## config.mk

```make
export PLATFORM = sky130hd
export DESIGN_NAME = matmul_operand_loader
export DESIGN_NICKNAME = d
export VERILOG_FILES = /design/src/rtl/matmul_pkg.sv /design/src/rtl/operand_write_port.sv /design/src/rtl/matmul_operand_loader.sv
export SDC_FILE = /design/constraint.sdc
export NUM_CORES = 1
export LEC_CHECK = 0
export CAP_MARGIN = 20
export CORE_ASPECT_RATIO = 0.8
export CORE_MARGIN = 3
export CORE_UTILIZATION = 38
export CTS_BUF_LIST = sky130_fd_sc_hd__clkbuf_8
export DETAILED_ROUTE_END_ITERATION = 6
export GPL_TIMING_DRIVEN = 0
export PLACE_DENSITY = 0.78
export SETUP_SLACK_MARGIN = 0.4
export SYNTH_ARGS = -nofsm -noshare
export SYNTH_HDL_FRONTEND = slang
export SYNTH_SLANG_ARGS = --single-unit
```

## constraint.sdc

```tcl
create_clock -name clk -period 1.9 [get_ports clk]
set_clock_uncertainty 0.15 [all_clocks]
set_input_delay 0.38 -clock clk [delete_from_list [all_inputs] [get_ports clk]]
set_output_delay 0.38 -clock clk [all_outputs]
set_load 0.03 [all_outputs]
```

## src/rtl/matmul_pkg.sv

```systemverilog
// matmul_pkg: shared sizes, FSM states and beat-counter field layout for the matmul operand path
package matmul_pkg;
  localparam int DWIDTH = 16;
  localparam int BB_MAT_MUL_SIZE = 8;
  localparam int FINAL_MAT_MUL_SIZE = 16;
  localparam int AWIDTH = 7;
  localparam int NUM_TILES = 2;
  localparam int RWIDTH = BB_MAT_MUL_SIZE * DWIDTH;
  localparam int CWIDTH = $clog2(2 * NUM_TILES * BB_MAT_MUL_SIZE);
  localparam int ROW_W = $clog2(BB_MAT_MUL_SIZE);
  localparam int TILE_BIT = ROW_W;
  localparam int MAT_BIT = ROW_W + 1;
  localparam logic [CWIDTH-1:0] LAST_BEAT = '1;
  typedef enum logic [2:0] {IDLE, LOAD, FLUSH, RUN, DONE} state_t;
endpackage

```

## src/rtl/operand_write_port.sv

```systemverilog
// operand_write_port: registers one accepted operand row into the shared BRAM write path
module operand_write_port import matmul_pkg::*; (
  input  logic                 clk,
  input  logic                 reset_n,
  input  logic                 accept,
  input  logic [CWIDTH-1:0]    cnt,
  input  logic [AWIDTH-1:0]    base,
  input  logic [RWIDTH-1:0]    in_data,
  output logic [AWIDTH-1:0]    addr_pi,
  output logic [RWIDTH-1:0]    data_pi,
  output logic [NUM_TILES-1:0] we_a,
  output logic [NUM_TILES-1:0] we_b
);
  logic [AWIDTH-1:0] addr_d, addr_q;
  logic [RWIDTH-1:0] data_d, data_q;
  logic [NUM_TILES-1:0] we_a_d, we_a_q, we_b_d, we_b_q, tile_we;
  always_comb begin
    tile_we = NUM_TILES'(1) << cnt[TILE_BIT];
    addr_d = accept ? base + AWIDTH'(cnt[ROW_W-1:0]) : addr_q;
    data_d = accept ? in_data : data_q;
    we_a_d = (accept && !cnt[MAT_BIT]) ? tile_we : '0;
    we_b_d = (accept && cnt[MAT_BIT]) ? tile_we : '0;
  end
  always_ff @(posedge clk or negedge reset_n) begin
    if (!reset_n) begin
      addr_q <= '0;
      data_q <= '0;
      we_a_q <= '0;
      we_b_q <= '0;
    end else begin
      addr_q <= addr_d;
      data_q <= data_d;
      we_a_q <= we_a_d;
      we_b_q <= we_b_d;
    end
  end
  assign addr_pi = addr_q;
  assign data_pi = data_q;
  assign we_a = we_a_q;
  assign we_b = we_b_q;
endmodule

```

## src/rtl/matmul_operand_loader.sv

```systemverilog
// matmul_operand_loader: streams A/B operand rows into the tile BRAMs, then runs one matmul job
module matmul_operand_loader import matmul_pkg::*; (
  input  logic                 clk,
  input  logic                 reset_n,
  input  logic                 go,
  input  logic [AWIDTH-1:0]    base_addr,
  input  logic [RWIDTH-1:0]    in_data,
  input  logic                 in_valid,
  output logic                 in_ready,
  output logic                 enable_writing_to_mem,
  output logic [AWIDTH-1:0]    addr_pi,
  output logic [RWIDTH-1:0]    data_pi,
  output logic [NUM_TILES-1:0] we_a,
  output logic [NUM_TILES-1:0] we_b,
  output logic                 start_mat_mul,
  input  logic                 done_mat_mul,
  output logic                 busy,
  output logic                 job_done
);
  state_t state_d, state_q;
  logic [CWIDTH-1:0] cnt_d, cnt_q;
  logic [AWIDTH-1:0] base_d, base_q;
  logic start_d, start_q, accept;
  always_comb begin
    state_d = state_q;
    cnt_d = cnt_q;
    base_d = base_q;
    accept = (state_q == LOAD) && in_valid;
    unique case (state_q)
      IDLE: if (go) begin
        state_d = LOAD;
        base_d = base_addr;
        cnt_d = '0;
      end
      LOAD: if (accept) begin
        cnt_d = cnt_q + CWIDTH'(1);
        state_d = (cnt_q == LAST_BEAT) ? FLUSH : LOAD;
      end
      FLUSH: state_d = RUN;
      RUN: state_d = done_mat_mul ? DONE : RUN;
      DONE: state_d = IDLE;
      default: state_d = IDLE;
    endcase
    // registered so the matmul sees a glitch-free level
    start_d = (state_d == RUN);
  end
  always_ff @(posedge clk or negedge reset_n) begin
    if (!reset_n) begin
      state_q <= IDLE;
      cnt_q <= '0;
      base_q <= '0;
      start_q <= 1'b0;
    end else begin
      state_q <= state_d;
      cnt_q <= cnt_d;
      base_q <= base_d;
      start_q <= start_d;
    end
  end
  assign in_ready = (state_q == LOAD);
  assign enable_writing_to_mem = (state_q == LOAD) || (state_q == FLUSH);
  assign busy = (state_q != IDLE);
  assign job_done = (state_q == DONE);
  assign start_mat_mul = start_q;
  operand_write_port u_wr (
    .clk(clk),
    .reset_n(reset_n),
    .accept(accept),
    .cnt(cnt_q),
    .base(base_q),
    .in_data(in_data),
    .addr_pi(addr_pi),
    .data_pi(data_pi),
    .we_a(we_a),
    .we_b(we_b)
  );
endmodule

```

==> results of run 1 <==
==> synth_stat cells (all sizes together), types with 3 or more instances <==
library cell / instances
nand2: 405
a21oi: 3
mux2: 7
buf: 25
clkbuf: 6
xor2: 4
o21ai: 7
dfrtp: 155
nor3b: 3
ha: 5
nor2: 6
xnor2: 4
==> through the flow <==
stage / std cells / cell area, um^2 / total power [uW] / utilization / hold WS (ns)
detailed placement: 1141 / 9280 / 13500 / 0.606 / 0.243
finish: 1336 / 12900 / 22100 / 0.841 / -0.259
floorplan: 647 / 6150 / 9870 / - / -0.0656
CTS: 1231 / 11100 / 18800 / 0.727 / -0.262
global route: 1336 / 12900 / 23000 / 0.841 / -0.255
global placement: 1140 / 9250 / 13400 / 0.604 / 0.298
==> metal layers <==
| layer | track usage | part of all wire | vias up | wire [um] |
|---|---|---|---|---|
| li1 | - | - | 2926 | - |
| met1 | 0.293 | 0.38 | 3211 | 10200 |
| met2 | 0.403 | 0.51 | 288 | 13800 |
| met3 | 0.0833 | 0.082 | 48 | 2200 |
| met4 | 0.0786 | 0.025 | 0 | 662 |
| met5 | 0 | 0 | - | 0 |
==> path summary, 6_finish.rpt <==
kind                       cells past startpoint                          start                       endpoint
hold / removal                                 1                        reset_n          base_q[3]$_DFFE_PN0P_
setup reg to reg                               6           state_q[1]$_DFF_PN0_          base_q[2]$_DFFE_PN0P_
hold reg to reg                                2  u_wr.data_pi[115]$_DFFE_PN0P_  u_wr.data_pi[115]$_DFFE_PN0P_
min in group clk                               3                   in_data[107]  u_wr.data_pi[107]$_DFFE_PN0P_
setup / recovery                               2           state_q[1]$_DFF_PN0_                           busy
max in group asynchronous                      2                        reset_n   u_wr.data_pi[28]$_DFFE_PN0P_
==> flip-flops by register name (all words and copies together) (netlist names) <==
register and cells:
cnt_q 5, u_wr.we_a 2, u_wr.addr_pi 7, start_mat_mul 1, u_wr.data_pi 128, u_wr.we_b 2, state_q 3, base_q 7
==> report_power, final <==
part / switching [uW] / internal (uW)
sequential: 1250 / 4600
combinational: 6660 / 6610
clock: 1360 / 1650
==> kinds of logic (layout without fill, tap and decap cells) <==
logic type / count (synthesis) / after routing
AO/OA/AOI/OAI: 14 / 14
AND/OR/NAND/NOR: 424 / 424
buffers and inverters: 33 / 512
multiplexers: 7 / 7
flip-flops: 155 / 155
adder cells (fa/ha/maj): 6 / 6
XOR/XNOR: 8 / 8
==> critical path: stages (launching register included) <==
cell     delay, ns
dfrtp_2       0.44
or3_4         0.41
buf_6         0.16
==> cell type report <==
cell class | count | area share
repair buffers | 448 | 0.371
flip-flops and latches | 155 | 0.302
multi-input cells | 459 | 0.229
plain buffers | 31 | 0.0407
well taps | 210 | 0.0204
clock buffers | 19 | 0.0203
clock inverters | 12 | 0.0161
inverters | 2 | 0.000583
==> repair_timing <==
item | 4_1_cts | 5_1_grt
gates cloned | 16 | 7
setup endpoints to repair | 296 | 297
pin swaps | 97 | 129
gates resized for setup | 1158 | 238
buffers inserted | 43 | 98
endpoints found under the hold margin | 59 | 59
==> flow_metrics.tcl, run 1 <==
set metrics [dict create \
    layout_commonest_cell "nand2_1" \
    cts_max_path_buffers 2 \
    port-buffer-count 283 \
    ant_nets 0 \
    antennaDiodeCount 0 \
    worstMarginPinSlew_ns 0.575 \
    grt_max_degree 97 \
    insertion_delay_ns 0.45 \
    holdWs_ns -0.259 \
    cts_tree "built" \
    hold_violations 59 \
    ys_ff_latch 155 \
    wirelength_mm 26.9 \
    fmax_mhz 505 \
    synth-compound-area-share 0.0134 \
    cp_data_required_time_ns 1.37 \
    p_per_area_nw_per_um2 1720 \
    cts_root_buf "clkbuf_8" \
    core_um2 15300 \
    synth_edf_count 0 \
    endpoint_kind "output pin" \
    cts.clk_slew.worst_paths_ns 0.10 \
    layout_common_cells "nand2_1 (196), buf_6 (161), dfrtp_1 (150), clkdlybuf4s50_1 (138), nand2_2 (135)" \
    synthArstFlopShare 1.00 \
    fp.dieH_um 119 \
    drt_iter0_markers 310 \
    period_share 1.04 \
    netlist-cell-type-count 32 \
    synth_flop_cell "dfrtp_1" \
    synthMuxAreaShare 0.0130 \
    netlist.area_leader.share 0.641 \
    dp_hpwl_mm 13.1 \
    dp_worst_setup_slack_ns -0.399 \
    drive_gt1_frac 0.538 \
    fp-row-count 40 \
    synth_area_leader_cell "dfrtp_1" \
    synthSimpleGateAreaFrac 0.274 \
    cp_max_fo 3 \
    grt_pass1_vias 6126 \
    setup_viol 13 \
    synth_area_leaders "dfrtp_1 (64%), nand2_1 (25%), buf_2 (1.4%)" \
    numCtsBuffers 17 \
    track_usage 0.241 \
    htreeDepth 4 \
    synth_seq_area_share 0.641 \
    leakage_uw 0.00663 \
    wl_per_cell_um 20.1 \
    vias 6473 \
    fin_nets 1260 \
    maxCapViolations 0 \
    start_util 0.395 \
    min_period_ns 1.98 \
    yosysWarnings 0 \
    first_pass_iters 4 \
    rsz0062_at_grt "yes" \
    outcome "finished with violations" \
    synthesis.area_um2 6050 \
    startpoint_type "register" \
    failed_checks "hold timing, setup timing" \
    fin_setup_tns_ns -0.628 \
    clock_sinks 155 \
    hp-class "in -> async" \
    synth_xor_area_frac 0.0116 \
    syn_to_final_growth_pct 113 \
    irDropWorstVdd_mv 1.13 \
    rrSetupSlack_ns -0.08 \
    gp_congestion 0.742 \
    drc 0 \
    dieWidth_um 147 \
    vias_per_cell 4.85 \
    antenna_found_initial 0 \
    nFillCells 715 \
    slew_viol_final 0 \
    worstSetupPathType "reg -> out" \
    synth_nets 793 \
    postSynthCellCount 647 \
    slew_headroom 0.617 \
    crit_arrival_ns 1.45 \
    synth_area_per_cell_um2 9.36 \
    multi_input_area_um2 2950 \
    synth_top_family_by_area "simple AND/OR/NAND/NOR gates" \
    setup_ws_ns -0.0786 \
    dieArea_um2 17500 \
    grt_overflow 0 \
    synth-adder-area-share 0.0136 \
    seqCellArea_um2 3880 \
    pin_count 284 \
    grt_pass1_wl_mm 33.0 \
]
No activity file was read; power rests on OpenSTA's default activity.
==> run 2: changes to the inputs <==
- CAP_MARGIN: 20 -> not set
==> run 2 against run 1 <==
Compared with the run above: clock power is essentially flat; die area stayed put; wire length unchanged; the flow still finishes with violations (hold timing, setup timing); critical path depth unchanged; worst setup slack did not move; sequential share of layout area did not move; combinational power barely moved; largest power group unchanged; final area stayed put; global-route usage unchanged; cell count is the same; via count unchanged.
==> flow_metrics.tcl, run 2 (synthesized netlist as in run 1, its figures left out) <==
set metrics [dict create \
    ant_nets 0 \
    gp_congestion 0.742 \
    grt_pass1_vias 6126 \
    grt_max_degree 97 \
    irDropWorstVdd_mv 1.13 \
    antennaDiodeCount 0 \
    period_share 1.04 \
    startpoint_type "register" \
    drt_iter0_markers 310 \
    leakage_uw 0.00663 \
    core_um2 15300 \
    postPlaceCellArea_um2 9280 \
    cp_slowest_cell "dfrtp_2" \
    fp.dieH_um 119 \
    cts_root_buf "clkbuf_8" \
    layout_commonest_cell "nand2_1" \
    internal-power_uw 12900 \
    min_period_ns 1.98 \
    cp_data_required_time_ns 1.37 \
    clock_sinks 155 \
    insertion_delay_ns 0.45 \
    start_util 0.395 \
    setup_ws_ns -0.0786 \
    syn_to_final_growth_pct 113 \
    holdWs_ns -0.259 \
    cts.clk_slew.worst_paths_ns 0.10 \
    antenna_found_initial 0 \
    slew_viol_final 0 \
    dieArea_um2 17500 \
    setup_viol 13 \
    path_cells "or3_4 -> buf_6" \
    numCtsBuffers 17 \
    fmax_mhz 505 \
    first_pass_iters 4 \
    crit_family "flip-flops" \
    hold_violations 59 \
    worstSetupPathType "reg -> out" \
    track_usage 0.241 \
    fp-row-count 40 \
    sw_frac_of_total 0.419 \
    worstMarginPinSlew_ns 0.575 \
    wl_per_cell_um 20.1 \
    dp_worst_setup_slack_ns -0.399 \
    htreeDepth 4 \
    cp_max_fo 3 \
    rsz0062_at_grt "yes" \
    p_comb_frac 0.600 \
    final_area_um2 12900 \
    power_frac_seq 0.264 \
    vias_per_cell 4.85 \
    cts_tree "built" \
    port-buffer-count 283 \
    max_stage_delay_ns 0.44 \
    drc 0 \
    failed_checks "hold timing, setup timing" \
    path_buf_inv 1 \
    hp-class "in -> async" \
    wirelength_mm 26.9 \
    fin_nets 1260 \
    outcome "finished with violations" \
    pin_count 284 \
    switchingPower_uw 9270 \
    slew_headroom 0.617 \
    vias 6473 \
    clock_power_share 0.136 \
    endpoint_kind "output pin" \
    grt_overflow 0 \
    grt_pass1_wl_mm 33.0 \
    drive_gt1_frac 0.538 \
    largest_reg_flops 128 \
    crit_arrival_ns 1.45 \
    dieWidth_um 147 \
    layout_common_cells "nand2_1 (196), buf_6 (161), dfrtp_1 (150), clkdlybuf4s50_1 (138), nand2_2 (135)" \
    dp_hpwl_mm 13.1 \
    p_per_area_nw_per_um2 1720 \
    cts_max_path_buffers 2 \
    maxCapViolations 0 \
]
-- run 2: cell counts in the layout (fill, tap and decap cells not counted) --
Identical to the previous run, type by type.
-- run 2: power by group through the flow --
stage                     clock (uW)  sequential, uW  combinational, uW
after CTS                       3000            5670              10100
after global placement             0            5360               8000
after floorplan                    0            7710               2160
final                           3010            5850              13300
after detailed placement           0            5410               8090
after global routing            3160            5970              13900
-- run 2: area by class of cell --
cell class | instances | area, um^2
fillers | 715 | 2440
clock buffers | 19 | 262
multi-input cells | 459 | 2950
repair buffers | 448 | 4780
flip-flops and latches | 155 | 3880
plain buffers | 31 | 524
well taps | 210 | 263
inverters | 2 | 7.51
clock inverters | 12 | 208
-- run 2: path summary, 6_finish.rpt --
| kind | start | endpoint | slack (ns) | depth (start not counted) |
|---|---|---|---|---|
| hold / removal | reset_n | base_q[3]$_DFFE_PN0P_ | -0.26 | 1 |
| setup reg to reg | state_q[1]$_DFF_PN0_ | base_q[2]$_DFFE_PN0P_ | -0.08 | 6 |
| max in group asynchronous | reset_n | u_wr.data_pi[28]$_DFFE_PN0P_ | 0.95 | 2 |
| hold reg to reg | u_wr.data_pi[115]$_DFFE_PN0P_ | u_wr.data_pi[115]$_DFFE_PN0P_ | 0.35 | 2 |
| min in group clk | in_data[107] | u_wr.data_pi[107]$_DFFE_PN0P_ | 0.29 | 3 |
| setup / recovery | state_q[1]$_DFF_PN0_ | busy | -0.08 | 2 |
-- run 2: metal layers --
metal / share of wire / GRT usage / wire (um)
met1: 0.38 / 0.293 / 10200
met2: 0.51 / 0.403 / 13800
met3: 0.082 / 0.0833 / 2200
met4: 0.025 / 0.0786 / 662
met5: 0 / 0 / 0
-- run 2: timing repair --
action                     4_1_cts  5_1_grt
resized for setup             1158      238
cloned                          16        7
hold endpoints to repair        59       59
pin swaps                       97      129
setup endpoints to repair      296      297
buffers inserted                43       98
-- run 2: metrics by stage --
stage	hold WS [ns]	total power [uW]	TNS, ns	instances	utilization
detailed placement	0.243	13500	-37.67	1141	0.606
global route	-0.255	23000	-2.84	1336	0.841
CTS	-0.262	18800	-0.291	1231	0.727
floorplan	-0.0656	9870	0	647	-
finish	-0.259	22100	-0.628	1336	0.841
global placement	0.298	13400	-965.60	1140	0.604
==> run 3: changes to the inputs <==
- REMOVE_ABC_BUFFERS: not set -> 1
==> run 3 against run 2 <==
Compared with the run above: the flow finishes with violations (setup timing); utilization decreased by 9.0 points; highest routed layer unchanged; non-clock buffer count decreased by 95; clock power decreased by 16%; worst hold slack improved by 0.51 ns; worst setup slack got worse by 0.017 ns.
==> flow_metrics.tcl, run 3 (synthesized netlist as in run 1, its figures left out) <==
set metrics [dict create \
    outcome "finished with violations" \
    failed_checks "setup timing" \
    p_per_area_nw_per_um2 1690 \
    insertion_delay_ns 0.45 \
    dieArea_um2 17500 \
    vias_per_cell 4.99 \
    endpoint_kind "output pin" \
    hp-class "in -> async" \
    cts.clk_slew.worst_paths_ns 0.09 \
    pin_count 284 \
    clock_sinks 155 \
    nFillCells 1025 \
    track_usage 0.289 \
    rsz0062_at_grt "yes" \
    fmax_mhz 501 \
    fp.dieH_um 119 \
    numCtsBuffers 17 \
    setup_viol 57 \
    grt_max_degree 118 \
    worstMarginPinSlew_ns 0.762 \
    cts_tree "built" \
    fin_setup_tns_ns -2.11 \
    grt_overflow 0 \
    first_pass_iters 4 \
    cp_data_required_time_ns 1.37 \
    start_util 0.395 \
    cts_max_path_buffers 2 \
    drive_gt1_frac 0.305 \
    worstSetupPathType "reg -> out" \
    period_share 1.05 \
    cts_root_buf "clkbuf_8" \
    drt_iter0_markers 410 \
    min_period_ns 2.00 \
    maxCapViolations 0 \
    core_um2 15300 \
    multi_input_area_um2 2660 \
    setup_ws_ns -0.0954 \
    fin_util 0.751 \
    wl_per_cell_um 22.0 \
    crit_arrival_ns 1.47 \
    dieWidth_um 147 \
    hold_violations 0 \
    ant_nets 0 \
    slew_viol_final 0 \
    layout_common_cells "nand2_1 (346), dfrtp_1 (152), clkdlybuf4s50_1 (137), buf_6 (100), dlygate4sd2_1 (59)" \
    layout_commonest_cell "nand2_1" \
    largest_reg_flops 128 \
    antennaDiodeCount 0 \
    seqCellArea_um2 3880 \
    irDropWorstVdd_mv 1.03 \
    dp_hpwl_mm 11.9 \
    fp-row-count 40 \
    gp_congestion 0.772 \
    antenna_found_initial 0 \
    grt_pass1_wl_mm 37.7 \
    htreeDepth 4 \
    vias 6300 \
    drc 0 \
    leakage_uw 0.00582 \
    slew_headroom 0.492 \
    cp_max_fo 5 \
    fin_nets 1187 \
    port-buffer-count 283 \
    grt_pass1_vias 6241 \
    rrSetupSlack_ns -0.09 \
    wirelength_mm 27.7 \
    syn_to_final_growth_pct 90.0 \
    startpoint_type "register" \
    holdWs_ns 0.247 \
]
[run 3: cell types whose count changed in the layout (fill, tap and decap cells not counted), sizes merged]
| cell | before | now |
|---|---|---|
| nand2 | 405 | 424 |
| clkbuf | 32 | 22 |
| buf | 327 | 182 |
| bufinv | 5 | 2 |
| clkdlybuf4s15 | 0 | 1 |
| bufbuf | 1 | 2 |
| dlygate4sd3 | 0 | 1 |
| and4bb | 1 | 4 |
| clkinvlp | 0 | 3 |
| inv | 7 | 5 |
| dlygate4sd2 | 0 | 59 |
| clkdlybuf4s50 | 138 | 137 |
[run 3: final cells by class]
type / instances / share of cell area
tap: 210 / 0.0228
timing repair buffer: 384 / 0.373
sequential: 155 / 0.338
clock inverter: 10 / 0.0102
clock buffer: 20 / 0.0239
inverter: 2 / 0.000653
multi-input combinational: 481 / 0.232
[run 3: worst paths after layout]
path	startpoint	cells after the start	to
hold reg to reg	u_wr.data_pi[40]$_DFFE_PN0P_	2	u_wr.data_pi[40]$_DFFE_PN0P_
max in group asynchronous	reset_n	3	u_wr.data_pi[22]$_DFFE_PN0P_
setup / recovery	state_q[1]$_DFF_PN0_	2	busy
hold / removal	reset_n	2	u_wr.data_pi[87]$_DFFE_PN0P_
setup reg to reg	state_q[1]$_DFF_PN0_	8	cnt_q[3]$_DFFE_PN0P_
min in group clk	in_data[108]	3	u_wr.data_pi[108]$_DFFE_PN0P_
[run 3: report_power, final]
group	internal [uW]	switching (uW)	leakage [uW]
logic	4980	6360	0.00373
clock network	1260	1270	0.000195
registers	4600	969	0.00190
total	10800	8600	0.00582
[run 3: critical path, cell delays in order, from the launching register on]
cell	delay (ns)
dfrtp_2	0.47
or3_4	0.40
buf_6	0.15
[run 3: stage by stage]
step | instance area, um^2 | power, uW | cells | setup WS [ns]
after floorplan | 5860 | 9660 | 616 | -1.84
after global placement | 8960 | 12900 | 1109 | -6.13
after detailed placement | 9030 | 13200 | 1111 | -0.817
after CTS | 10700 | 17600 | 1219 | -0.107
after global routing | 11500 | 20200 | 1262 | -0.157
final | 11500 | 19400 | 1262 | -0.0954
[run 3: repair_timing]
item                                    4_1_cts  5_1_grt
gates cloned                                 35        4
setup buffers                                42       39
resized for setup                           338      465
pin swaps                                    34       47
endpoints found under the setup margin      297      352
endpoints found under the hold margin        38        0
hold buffers                                  1        0
[run 3: layer usage]
| metal | global-route usage | part of all wire | routed length [um] | up-vias |
|---|---|---|---|---|
| li1 | - | - | - | 2821 |
| met1 | 0.361 | 0.38 | 10600 | 3102 |
| met2 | 0.489 | 0.50 | 13800 | 323 |
| met3 | 0.0940 | 0.096 | 2670 | 54 |
| met4 | 0.0728 | 0.022 | 604 | 0 |
| met5 | 0 | 0 | 0 | - |
